==> config.mk <==
export PLATFORM = sky130hd
export DESIGN_NAME = oam_dma_bus_arbiter
export DESIGN_NICKNAME = d
export VERILOG_FILES = /design/src/rtl/oam_dma_bus_arbiter_pkg.sv /design/src/rtl/oam_dma_fsm.sv /design/src/rtl/oam_dma_bus_arbiter.sv
export SDC_FILE = /design/constraint.sdc
export NUM_CORES = 1
export LEC_CHECK = 0
export CORE_UTILIZATION = 46
export DETAILED_ROUTE_END_ITERATION = 12
export GPL_TIMING_DRIVEN = 1
export PLACE_DENSITY = 0.86
export SETUP_SLACK_MARGIN = 0.1
export SLEW_MARGIN = 0
export SYNTH_ARGS = -nofsm -noshare
export SYNTH_HDL_FRONTEND = slang
export SYNTH_SLANG_ARGS = --single-unit
export TNS_END_PERCENT = 5
==> constraint.sdc <==
create_clock -name clk -period 5.49 [get_ports clk]
set_clock_uncertainty 0.2 [all_clocks]
set_input_delay 1.098 -clock clk [delete_from_list [all_inputs] [get_ports clk]]
set_output_delay 1.098 -clock clk [all_outputs]
set_load 0.02 [all_outputs]
==> src/rtl/oam_dma_bus_arbiter_pkg.sv <==
// Shared types and constants for the OAM DMA bus arbiter.
// State encoding, bus widths, register addresses, page length.
package oam_dma_bus_arbiter_pkg;

  typedef enum logic [2:0] {
    ST_IDLE,
    ST_HALT,
    ST_ALIGN,
    ST_READ,
    ST_WRITE
  } dma_state_e;

  localparam int ADDR_W  = 16;
  localparam int DATA_W  = 8;
  localparam int DMA_LEN = 256;

  localparam logic [15:0] DMA_REG_A  = 16'h4014;
  localparam logic [15:0] OAM_DATA_A = 16'h2004;

  localparam logic [7:0] IDX_LAST = 8'(DMA_LEN - 1);

endpackage

==> src/rtl/oam_dma_fsm.sv <==
// OAM DMA sequencer: state, page, idx, latch, cycle parity, DMA bus drive.
// Ports: clk, reset_n, cpu_* (trigger snoop), mem_rdata, dma_* bus drive.
// Macro OAM_DMA_ALIGN_EN: insert ALIGN so READ lands on get (even) cycles.
module oam_dma_fsm
  import oam_dma_bus_arbiter_pkg::*;
#(
  parameter int              ADDR_WIDTH    = ADDR_W,
  parameter int              DATA_WIDTH    = DATA_W,
  parameter logic [ADDR_WIDTH-1:0] DMA_REG_ADDR  = DMA_REG_A,
  parameter logic [ADDR_WIDTH-1:0] OAM_DATA_ADDR = OAM_DATA_A
) (
  input  logic                  clk,
  input  logic                  reset_n,
  input  logic [ADDR_WIDTH-1:0] cpu_addr,
  input  logic [DATA_WIDTH-1:0] cpu_wdata,
  input  logic                  cpu_we,
  input  logic [DATA_WIDTH-1:0] mem_rdata,
  output logic                  dma_active,
  output logic [ADDR_WIDTH-1:0] dma_addr,
  output logic [DATA_WIDTH-1:0] dma_wdata,
  output logic                  dma_we
);

`ifdef OAM_DMA_ALIGN_EN
  localparam logic ALIGN_EN = 1'b1;
`else
  localparam logic ALIGN_EN = 1'b0;
`endif

  dma_state_e            state, state_nx;
  logic [DATA_WIDTH-1:0] page, page_nx;
  logic [7:0]            idx, idx_nx;
  logic [DATA_WIDTH-1:0] latch, latch_nx;
  logic                  cycle_odd;
  logic                  trig;
  logic                  need_align;

  assign trig = cpu_we && (cpu_addr == DMA_REG_ADDR);

  // HALT on a get cycle would put READ on a put cycle.
  assign need_align = ALIGN_EN && !cycle_odd;

  always_ff @(posedge clk) begin
    if (!reset_n) begin
      state     <= ST_IDLE;
      page      <= '0;
      idx       <= '0;
      latch     <= '0;
      cycle_odd <= 1'b0;
    end else begin
      state     <= state_nx;
      page      <= page_nx;
      idx       <= idx_nx;
      latch     <= latch_nx;
      cycle_odd <= ~cycle_odd;
    end
  end

  always_comb begin
    state_nx  = state;
    page_nx   = page;
    idx_nx    = idx;
    latch_nx  = latch;
    dma_addr  = cpu_addr;
    dma_wdata = latch;
    dma_we    = 1'b0;
    unique case (state)
      ST_IDLE: begin
        if (trig) begin
          page_nx  = cpu_wdata;
          idx_nx   = '0;
          state_nx = ST_HALT;
        end
      end
      ST_HALT: begin
        state_nx = need_align ? ST_ALIGN : ST_READ;
      end
      ST_ALIGN: begin
        state_nx = ST_READ;
      end
      ST_READ: begin
        dma_addr = ADDR_WIDTH'({page, idx});
        latch_nx = mem_rdata;
        state_nx = ST_WRITE;
      end
      ST_WRITE: begin
        dma_addr = OAM_DATA_ADDR;
        dma_we   = 1'b1;
        if (idx == IDX_LAST) begin
          state_nx = ST_IDLE;
        end else begin
          idx_nx   = idx + 8'd1;
          state_nx = ST_READ;
        end
      end
      default: state_nx = ST_IDLE;
    endcase
  end

  assign dma_active = (state != ST_IDLE);

endmodule

==> src/rtl/oam_dma_bus_arbiter.sv <==
// Shares the 6502 bus between the CPU and the OAM DMA engine.
// Ports: clk, reset_n, cpu_* in, cpu_rdata/cpu_stall out, mem_* bus, dma_active.
// Macro OAM_DMA_ALIGN_EN: see oam_dma_fsm (parity alignment cycle).
module oam_dma_bus_arbiter
  import oam_dma_bus_arbiter_pkg::*;
#(
  parameter int              ADDR_WIDTH    = ADDR_W,
  parameter int              DATA_WIDTH    = DATA_W,
  parameter logic [ADDR_WIDTH-1:0] DMA_REG_ADDR  = DMA_REG_A,
  parameter logic [ADDR_WIDTH-1:0] OAM_DATA_ADDR = OAM_DATA_A
) (
  input  logic                  clk,
  input  logic                  reset_n,
  input  logic [ADDR_WIDTH-1:0] cpu_addr,
  input  logic [DATA_WIDTH-1:0] cpu_wdata,
  input  logic                  cpu_we,
  output logic [DATA_WIDTH-1:0] cpu_rdata,
  output logic                  cpu_stall,
  output logic [ADDR_WIDTH-1:0] mem_addr,
  output logic [DATA_WIDTH-1:0] mem_wdata,
  output logic                  mem_we,
  input  logic [DATA_WIDTH-1:0] mem_rdata,
  output logic                  dma_active
);

  logic [ADDR_WIDTH-1:0] dma_addr;
  logic [DATA_WIDTH-1:0] dma_wdata;
  logic                  dma_we;

  oam_dma_fsm #(
    .ADDR_WIDTH    (ADDR_WIDTH),
    .DATA_WIDTH    (DATA_WIDTH),
    .DMA_REG_ADDR  (DMA_REG_ADDR),
    .OAM_DATA_ADDR (OAM_DATA_ADDR)
  ) u_fsm (
    .clk        (clk),
    .reset_n    (reset_n),
    .cpu_addr   (cpu_addr),
    .cpu_wdata  (cpu_wdata),
    .cpu_we     (cpu_we),
    .mem_rdata  (mem_rdata),
    .dma_active (dma_active),
    .dma_addr   (dma_addr),
    .dma_wdata  (dma_wdata),
    .dma_we     (dma_we)
  );

  // Trigger write passes through in IDLE; DMA owns the bus otherwise.
  assign mem_addr  = dma_active ? dma_addr  : cpu_addr;
  assign mem_wdata = dma_active ? dma_wdata : cpu_wdata;
  assign mem_we    = dma_active ? dma_we    : cpu_we;

  assign cpu_stall = dma_active;
  assign cpu_rdata = mem_rdata;

endmodule

==> impl_metrics.yaml <==
cells_and_area:
  fin_util: 0.680
  drive_gt1_frac: 0.0562
  antenna_cells: 0
  fin_area_sq_um: 2300
  nets: 286
  syn2layout_area_growth_pct: 38.4
hold_path:
  hp-class: "reg2reg"
sta:
  slew-limit-headroom: 0.398
  min_period_ns: 4.27
  setup_viol: 0
  post-route-period-util: 0.778
  drv_slew: 0
  fmax_ghz: 0.234
  rsz0062_at_grt: "false"
  tightest_slew_ns: 0.897
  layout_setup_ws_ns: 1.22
  finalSetupTns_ns: 0
  hold_violations: 0
worst_setup_path:
  crit_chain: "and2b_4, and2_1, a21oi_4, a22o_1, clkdlybuf4s50_1"
  critPathArrivalTime_ns: 2.98
  path_max_fanout: 24
  cp_slowest_cell: "dfxtp_1"
  cp_data_required_time_ns: 4.19
  crit_path_start_kind: "register"
  cp_top_family: "simple AND/OR/NAND/NOR gates"
  worst-path-buf-inv: 1
  end_kind: "primary output"
  max_stage_delay_ns: 0.64
  worstSetupPathType: "reg2out"
placed_design:
  dpl.hpwl_mm: 2.99
  place_ws_ns: 1.59
  place_congestion: 0.867
  port_buffers: 69
  placed_area_sq_um: 2280
synthesis:
  netlist_top_cells_count: "nand2_1, dfxtp_1, a22o_1"
  synthFlopType: "dfxtp_1"
  syn-cell-area_sq_um: 1670
  yosys_warnings: 0
  synth_edf_count: 0
  ys_seq_elements: 27
  syn-instance-count: 196
  synth_fp_nets: 232
  synth.distinct_cells: 42
  post-synth-top-area-cell: "dfxtp_1"
  ys_seq_area_frac: 0.325
  synth.most_common_cell: "nand2_1"
  yosysTopAreaCellShare: 0.325
  syn_avg_cell_area_sq_um: 8.50
  yosys-top-cells-area: "dfxtp_1, nand2_1, a22o_1"
  synthArstFlopShare: 0
pwr:
  power_frac_seq: 0.531
  p_leak_nw: 0.925
  p_sw_frac: 0.253
  clkPwrFrac: 0.232
  p_per_area_nw_per_um2: 160
  switchingPower_uw: 93.4
  combPwrFrac: 0.237
  power_uw: 369
  ir_worst_vdd_v: 0.000177
  internal-power_uw: 276
drt:
  drt-vias-per-instance: 5.35
  dr.pass1.iters: 4
  routed_wl_mm: 3.98
  drt_iter0_markers: 62
  drcViolationCount: 0
  ant_nets: 0
  wl_per_cell_um: 13.5
  vias: 1577
clocking:
  htreeDepth: 1
  cts_hold_buf: 0
  clk-insertion-delay-late_ns: 0.33
  cts.clk_slew.worst_paths_ns: 0.13
  root_buffer: "clkbuf_4"
  clock-sinks: 27
  cts_resized: 0
  clockBufferDepth: 2
  cts_setup_buffers: 0
  cts_buffers: 3
  cts_tree: "done"
flow_run:
  cap_violations: 0
global_route:
  antenna_found_initial: 0
  grt_pass1_vias: 1476
  grt_usage: 0.206
  grt-ovfl-total: 0
  grt_pass1_wl_mm: 6.52
  grt_max_degree: 34
floorplanning:
  io_pins: 70
  coreArea_sq_um: 3390
  die_h_um: 62.2
  die_area_sq_um: 3870
  num_rows: 21
  die_x_um: 62.2
  initial_core_util: 0.491
run_status:
  status: "finished clean"
per-layer routing:
metal | GRT usage | wire length (um)
met1 | 0.246 | 1760
met2 | 0.374 | 1930
met3 | 0.0441 | 251
met4 | 0.0465 | 29
met5 | 0 | 0
metrics by stage:
stage	hold WS [ns]	std cells
after floorplan	0.231	196
after global placement	0.237	291
after detailed placement	0.245	291
after global routing	0.289	295
after CTS	0.263	295
final	0.263	295
power groups by stage:
| stage | Clock (mW) | Combinational, mW | Sequential (mW) |
|---|---|---|---|
| 5_1_grt | 0.0963 | 0.0922 | 0.196 |
| 4_1_cts | 0.0880 | 0.0878 | 0.196 |
| 3_3_place_gp | 0 | 0.0879 | 0.200 |
| 2_1_floorplan | 0 | 0.0373 | 0.200 |
| 6_report | 0.0854 | 0.0876 | 0.196 |
| 3_5_place_dp | 0 | 0.0873 | 0.200 |
tightest hold or removal path, cell delays in order (launching register included):
cell and delay [ns]:
dfxtp_1 0.33, nand2_1 0.05, a21boi_1 0.05
logic make-up (layout without fill, tap and decap cells):
group / count (synthesis) / in the layout / share of synthesized area
buffers and inverters: 27 / 80 / 0.0992
AND/OR/NAND/NOR: 77 / 77 / 0.234
XOR/XNOR: 2 / 2 / 0.0105
multiplexers: 16 / 16 / 0.102
AO/OA/AOI/OAI: 46 / 46 / 0.222
flip-flops: 27 / 27 / 0.325
adder cells (fa/ha/maj): 1 / 1 / 0.00751
cell type report:
cell class              count  area, sq um
fillers                   283         1080
multi-input cells         142          960
repair buffers             70          698
flip-flops and latches     27          541
well taps                  46         57.6
clock buffers               4         26.3
inverters                   6         22.5
state kept, by name, summed over array words and instances (netlist names):
register and flops:
u_fsm.dma_wdata 8, u_fsm.idx 8, u_fsm.page 8, u_fsm.state 3
cell usage in the layout (no fill, tap or decap), types with 2 or more instances in the layout:
cell             Yosys  final
o21a_1               2      2
mux2_1               8      8
xnor2_1              2      2
o21ai_1              3      3
o21ai_0              5      5
and3_1               3      3
nand4_1              3      3
o211ai_2             2      2
a22o_1              14     14
o22ai_1              2      2
and2_1               2      2
a21boi_1             8      8
mux2i_1              8      8
nor2_1               9      9
clkbuf_4             0      3
nand2_1             41     41
clkdlybuf4s50_1      0     69
inv_1                6      6
o211a_1              2      2
nand3_1              5      5
nor3_1               2      2
dfxtp_1             27     27
nor2b_1              3      3
a31oi_1              2      2
final timing paths:
check                                        start                  to  slack, ns  cells past startpoint
worst max-delay path                u_fsm.state[2]         mem_addr[0]       1.22                      5
worst min-delay path            u_fsm.dma_wdata[0]  u_fsm.dma_wdata[0]       0.26                      2
worst max register to register      u_fsm.state[2]        u_fsm.idx[1]       2.76                      3
worst min register to register  u_fsm.dma_wdata[0]  u_fsm.dma_wdata[0]       0.26                      2
Power figures use the tool's default switching activity.
==> edit 1 (same flow settings) <==
The package constant `DATA_W` goes from 8 to 10.
--- a/src/rtl/oam_dma_bus_arbiter_pkg.sv
+++ b/src/rtl/oam_dma_bus_arbiter_pkg.sv
@@ -11,7 +11,7 @@
   } dma_state_e;
 
   localparam int ADDR_W  = 16;
-  localparam int DATA_W  = 8;
+  localparam int DATA_W  = 10;
   localparam int DMA_LEN = 256;
 
   localparam logic [15:0] DMA_REG_A  = 16'h4014;
Interface: changed (resized cpu_rdata, cpu_wdata, mem_rdata and mem_wdata); port bits go from 70 to 78. The function was not compared with the original's and may differ.
==> edit 1 against the unedited design <==
- sequential cell count rose by 2
- count of clock-buffer cells in the layout rose by 2
- worst setup slack improved by 0.36 ns
- critical path type unchanged
- design area rose by 7.7%
- global-route usage rose by 4.5 points
- synthesized area rose by 1.7%
- wire length rose by 16%
- cell count rose by 5.4%
Power is not compared: it rests on default switching activity, and its combinational part moved more than twofold at a synthesized area within 25%.
==> edit 1: results (changes against the unedited design) <==
vias in the first global route=1650 (+12%); Synth area leaders=dfxtp_1 34%, nand2_1 9.7%, a22o_1 7.2%; Syn Nets=242 (+4.3%); Clock Tree Root=clkbuf_8; Routability Congestion=0.8065 (-7.0%); CP peak stage delay=0.78 ns (+0.14 ns); largest net degree at the start of global routing=28 (-18%); register area share after synthesis=34.27% (+1.8 points); outcome=finished, final reports clean; pre-CTS WS=1.829 ns (+0.2410 ns); vias per inst=5.601 (+4.8%); Unique masters post-synth=43 (+2.4%); Synth top cells by count=44 x nand2_1, 29 x dfxtp_1, 14 x a22o_1; Post-synth ARST share=0% (unchanged); met2 global-route usage=42.39% (+5.0 points); routed wire length=4622 µm (+16%); VDD IR max=about 150 µV; met3 Use GR=6.569% (+2.2 points); Layout Nets=304 (+6.3%); slowest cell on the critical path=nor2_1; postcts setup bufs=0 (unchanged); Clock transition at path regs=0.06 ns (-0.07 ns); Slew Limit Headroom=32.70% (-7.1 points); met1 Use GR=29.73% (+5.1 points); Fillers=275 (-2.8%); first-pass GRT wire length=7755 µm (+19%); Pleak=roughly 0.9 nW; ys flop type=dfxtp_1; H-tree levels=2 (+1); share of cells above drive strength 1=9.811% (+4.2 points); Total Routing Usage GR=25.15% (+4.5 points); HP Class=reg -> reg; Synth Warn #=0 (unchanged); PortBufs=77 (+12%); Detailed Routing Iterations Pass 1=4 (unchanged); total CTS buffers=5 (+2); Worst-Skew Late Latency=0.28 ns (-0.05 ns); CP max FO=14 (-42%); max reg flops=10; Post-DP HPWL=3269 µm (+9.3%); Initial DRC Count=119 (+92%); initial antenna violation count=0 (unchanged); post-cts sizing count=0 (unchanged); EDFF count, synth=0 (unchanged); CTS Buffer Depth=2 (unchanged); number of diodes=0 (unchanged)
-- edit 1: cell count changes in the layout (fill, tap and decap cells not counted), sizes merged, moves of 3 or more --
cell and delta:
a21oi +9, a21boi -8, clkdlybuf4s50 +8, nand3 +7, o21ai -6, inv -4
nor2 -4, nor2b -3, or3b +3
-- edit 1: cell families (layout without fill, tap and decap cells) --
family,count (synthesis),in the layout,share of synthesized area [%]
buffers and inverters,26,89,8.862
DFF,29,29,34.27
adders and majority gates,1,1,0.7384
muxes,18,18,11.37
xor gates and xnor gates,1,1,0.5171
and+or+nand+nor,84,84,26.00
AOI/OAI and AO/OA,43,43,18.24
-- edit 1: power breakdown --
| part | leakage, nW | internal, mW | total (mW) | switching [mW] |
|---|---|---|---|---|
| logic | 0.620 | 0.0983 | 0.182 | 0.0834 |
| registers | 0.234 | 0.213 | 0.217 | 0.00390 |
| clock network | 0.0450 | 0.0875 | 0.167 | 0.0797 |
-- edit 1: final timing paths --
path / endpoint / depth (start not counted) / slack [ns] / startpoint
worst max-delay path: mem_addr[14] / 4 / 1.57 / u_fsm.state[2]$_SDFFE_PN0P_
worst min-delay path: u_fsm.dma_wdata[7]$_SDFFE_PN0N_ / 2 / 0.25 / u_fsm.dma_wdata[7]$_SDFFE_PN0N_
worst max register to register: u_fsm.idx[3]$_SDFFE_PN0P_ / 4 / 3.00 / u_fsm.state[0]$_SDFFE_PN0P_
worst min register to register: u_fsm.dma_wdata[7]$_SDFFE_PN0N_ / 2 / 0.25 / u_fsm.dma_wdata[7]$_SDFFE_PN0N_
-- edit 1: layout make-up --
cell class | instances | share of cell area [%]
clock buffers | 6 | 2.923
clock inverters | 2 | 0.4032
inverters | 2 | 0.4032
multi-input cells | 147 | 38.91
flip-flops and latches | 29 | 23.39
well taps | 46 | 2.319
repair buffers | 79 | 31.65
-- edit 1: through the flow --
| step | std cells | cell area (µm²) | total power, mW | hold slack, ns | utilization, % |
|---|---|---|---|---|---|
| 2_1_floorplan | 202 | 1694 | 0.3175 | 0.2329 | - |
| 3_3_place_gp | 303 | 2400 | 0.4021 | 0.2395 | 69.72 |
| 3_5_place_dp | 303 | 2400 | 0.4039 | 0.2454 | 69.72 |
| 4_1_cts | 311 | 2482 | 0.5696 | 0.2539 | 72.12 |
| 5_1_grt | 311 | 2482 | 0.5899 | 0.2760 | 72.12 |
| 6_report | 311 | 2482 | 0.5659 | 0.2518 | 72.12 |
-- edit 1: worst max-delay path, delay by kind of cell, from the launching register on --
family / cells / cell delay [ns]
and+or+nand+nor: 2 / 1.04
AOI/OAI and AO/OA: 1 / 0.29
buffers and inverters: 1 / 0.61
DFF: 1 / 0.40
-- edit 1: routing by layer --
metal  share of wire (%)  up-vias
li1                    -      855
met1                  41      794
met2                  49       83
met3                 7.7       10
met4                 2.3        0
met5                   0        -
==> edit 2 (same settings) <==
Without the edit above. Re-encode `dma_state_e` (5 states) as one-hot, 5 bits wide.
--- a/src/rtl/oam_dma_bus_arbiter_pkg.sv
+++ b/src/rtl/oam_dma_bus_arbiter_pkg.sv
@@ -2,12 +2,12 @@
 // State encoding, bus widths, register addresses, page length.
 package oam_dma_bus_arbiter_pkg;
 
-  typedef enum logic [2:0] {
-    ST_IDLE,
-    ST_HALT,
-    ST_ALIGN,
-    ST_READ,
-    ST_WRITE
+  typedef enum logic [4:0] {
+    ST_IDLE  = 5'b00001,
+    ST_HALT  = 5'b00010,
+    ST_ALIGN = 5'b00100,
+    ST_READ  = 5'b01000,
+    ST_WRITE = 5'b10000
   } dma_state_e;
 
   localparam int ADDR_W  = 16;
Check against the original RTL: same outputs for any inputs over 10 cycles, from zero or initial values and one cycle with reset_n low; not proved beyond that.
==> edit 2 against the unedited design <==
- synthesized area is 3.3% higher
- worst setup slack better by 0.17 ns
- worst hold slack better by 0.0038 ns
- combinational power is 0.7% lower
- count of clock-buffer cells in the layout stayed put
- wire length is 14% higher
- critical path depth is 1 lower
- design area is 4.3% higher
- clock power is 52% higher
- total power is 14% higher
- sequential cell count is 1 higher
- critical endpoint is now mem_we
==> edit 2: results (changes against the unedited design) <==
vias in the first global route=1650 (+12%); CTS Buffer Depth=2 (unchanged); Hold Path Sink=u_fsm.page[1]$_SDFFE_PN0P_; hold path start=u_fsm.page[1]$_SDFFE_PN0P_; Syn Nets=257 (+11%); Unique masters post-synth=40 (-4.8%); total CTS buffers=3 (unchanged); met2 WL post-DR=2286 µm (+18%); crit path DAT=2.80 ns (-0.18 ns); Clock Tree Root=clkbuf_8; register area share after synthesis=32.58% (+0.13 points); largest net degree at the start of global routing=34 (unchanged); Reg2Reg Depth=4 (+1); WL per Instance=14.18 µm (+5.2%); Detailed Routing Iterations Pass 1=7 (+3); Sw Share=24.63% (-0.68 points); share of cells above drive strength 1=8.059% (+2.4 points); Layout Nets=310 (+8.4%); met1 Use GR=29.52% (+4.9 points); Syn Inst Count=221 (+13%); Post-DP HPWL=3255 µm (+8.8%); Clock transition at path regs=0.10 ns (-0.03 ns); initial antenna violation count=0 (unchanged); Synth area leaders=dfxtp_1 33%, nand2_1 14%, o21ai_0 6.4%; Total Routing Usage GR=23.19% (+2.6 points); Synth top cells by count=62 x nand2_1, 28 x dfxtp_1, 22 x o21ai_0; Reg2Reg Capture Point=u_fsm.idx[0]$_SDFFE_PN0P_; met3 WL=235 µm (-6.4%); Routability Congestion=0.8343 (-3.8%); Initial DRC Count=121 (+95%); reg2reg setup slack=2.33 ns (-0.43 ns); VDD IR max=154.4 µV (-13%); Worst-Skew Late Latency=0.27 ns (-0.06 ns); outcome=finished, final reports clean; first-pass GRT wire length=7486 µm (+15%); CP max FO=11 (-54%); r2r startpoint=u_fsm.state[0]$_SDFFE_PN1P_; Slew Limit Headroom=21.77% (-18 points); met3 Use GR=5.072% (+0.66 points); dpl cells=315 (+8.2%); met2 global-route usage=40.46% (+3.1 points); routed wire length=4522 µm (+14%); Pleak=0.8299 nW (-10%); Fillers=299 (+5.7%); vias per inst=5.423 (+1.4%); Hold Crit Depth=2 (unchanged)
==> edit 2: cell types whose count changed in the layout (fill, tap and decap cells not counted), moves of 3 or more <==
cell | before | now
nand3_1 | 5 | 8
mux2_1 | 8 | 0
nand2_1 | 41 | 62
a21boi_0 | 0 | 8
nor4b_1 | 0 | 3
clkbuf_4 | 3 | 0
nor2_1 | 9 | 4
a21boi_1 | 8 | 0
mux2_2 | 0 | 8
a22o_1 | 14 | 0
o21ai_0 | 5 | 22
clkbuf_8 | 0 | 4
o22ai_2 | 0 | 4
==> edit 2: worst max path at each step <==
stage                              to  depth (start not counted)                         from
after floorplan           mem_addr[0]                          2                  cpu_addr[0]
after global placement    mem_addr[8]                          4                  cpu_addr[8]
after detailed placement       mem_we                          4  u_fsm.state[0]$_SDFFE_PN1P_
after CTS                      mem_we                          4  u_fsm.state[0]$_SDFFE_PN1P_
after global routing      mem_addr[2]                          4  u_fsm.state[1]$_SDFFE_PN0P_
final                          mem_we                          4  u_fsm.state[0]$_SDFFE_PN1P_
==> edit 2: metrics by stage <==
| stage | total power [mW] | hold slack [ns] | utilization [%] | setup slack (ns) | cell area (µm²) |
|---|---|---|---|---|---|
| after floorplan | 0.2439 | 0.2350 | - | 2.575 | 1720 |
| after global placement | 0.2937 | 0.2460 | 67.75 | 1.725 | 2350 |
| after detailed placement | 0.2942 | 0.2545 | 67.75 | 1.623 | 2350 |
| after CTS | 0.4208 | 0.2682 | 69.34 | 1.305 | 2405 |
| after global routing | 0.4334 | 0.2848 | 69.34 | 1.164 | 2405 |
| final | 0.4198 | 0.2668 | 69.34 | 1.388 | 2405 |
==> edit 2: power groups by stage <==
stage | registers [mW] | logic, mW | clock network [mW]
2_1_floorplan | 0.208 | 0.0362 | 0
3_3_place_gp | 0.208 | 0.0861 | 0
3_5_place_dp | 0.208 | 0.0866 | 0
4_1_cts | 0.203 | 0.0873 | 0.131
5_1_grt | 0.203 | 0.0920 | 0.138
6_report | 0.203 | 0.0870 | 0.130
==> edit 2: critical path, cell delays in order (launching register included) <==
cell and delay [ns]:
dfxtp_1 0.52, nor4b_2 1.00, nand2_1 0.25, o21ai_0 0.14, clkdlybuf4s50_1 0.62
==> edit 2: cell families (layout without fill, tap and decap cells) <==
kind of cell | Yosys count | in the layout | synth area share, %
and+or+nand+nor | 98 | 98 | 28.22
adders and majority gates | 1 | 1 | 0.7272
DFF | 28 | 28 | 32.58
xor gates and xnor gates | 1 | 1 | 0.5092
buffers and inverters | 29 | 81 | 9.237
AOI/OAI and AO/OA | 47 | 47 | 18.26
muxes | 17 | 17 | 10.47
==> edit 2: layout make-up <==
type	instances	area share [%]
multi-input cells	164	41.88
repair buffers	70	29.03
flip-flops and latches	28	23.31
well taps	46	2.393
clock buffers	4	2.289
inverters	7	1.093
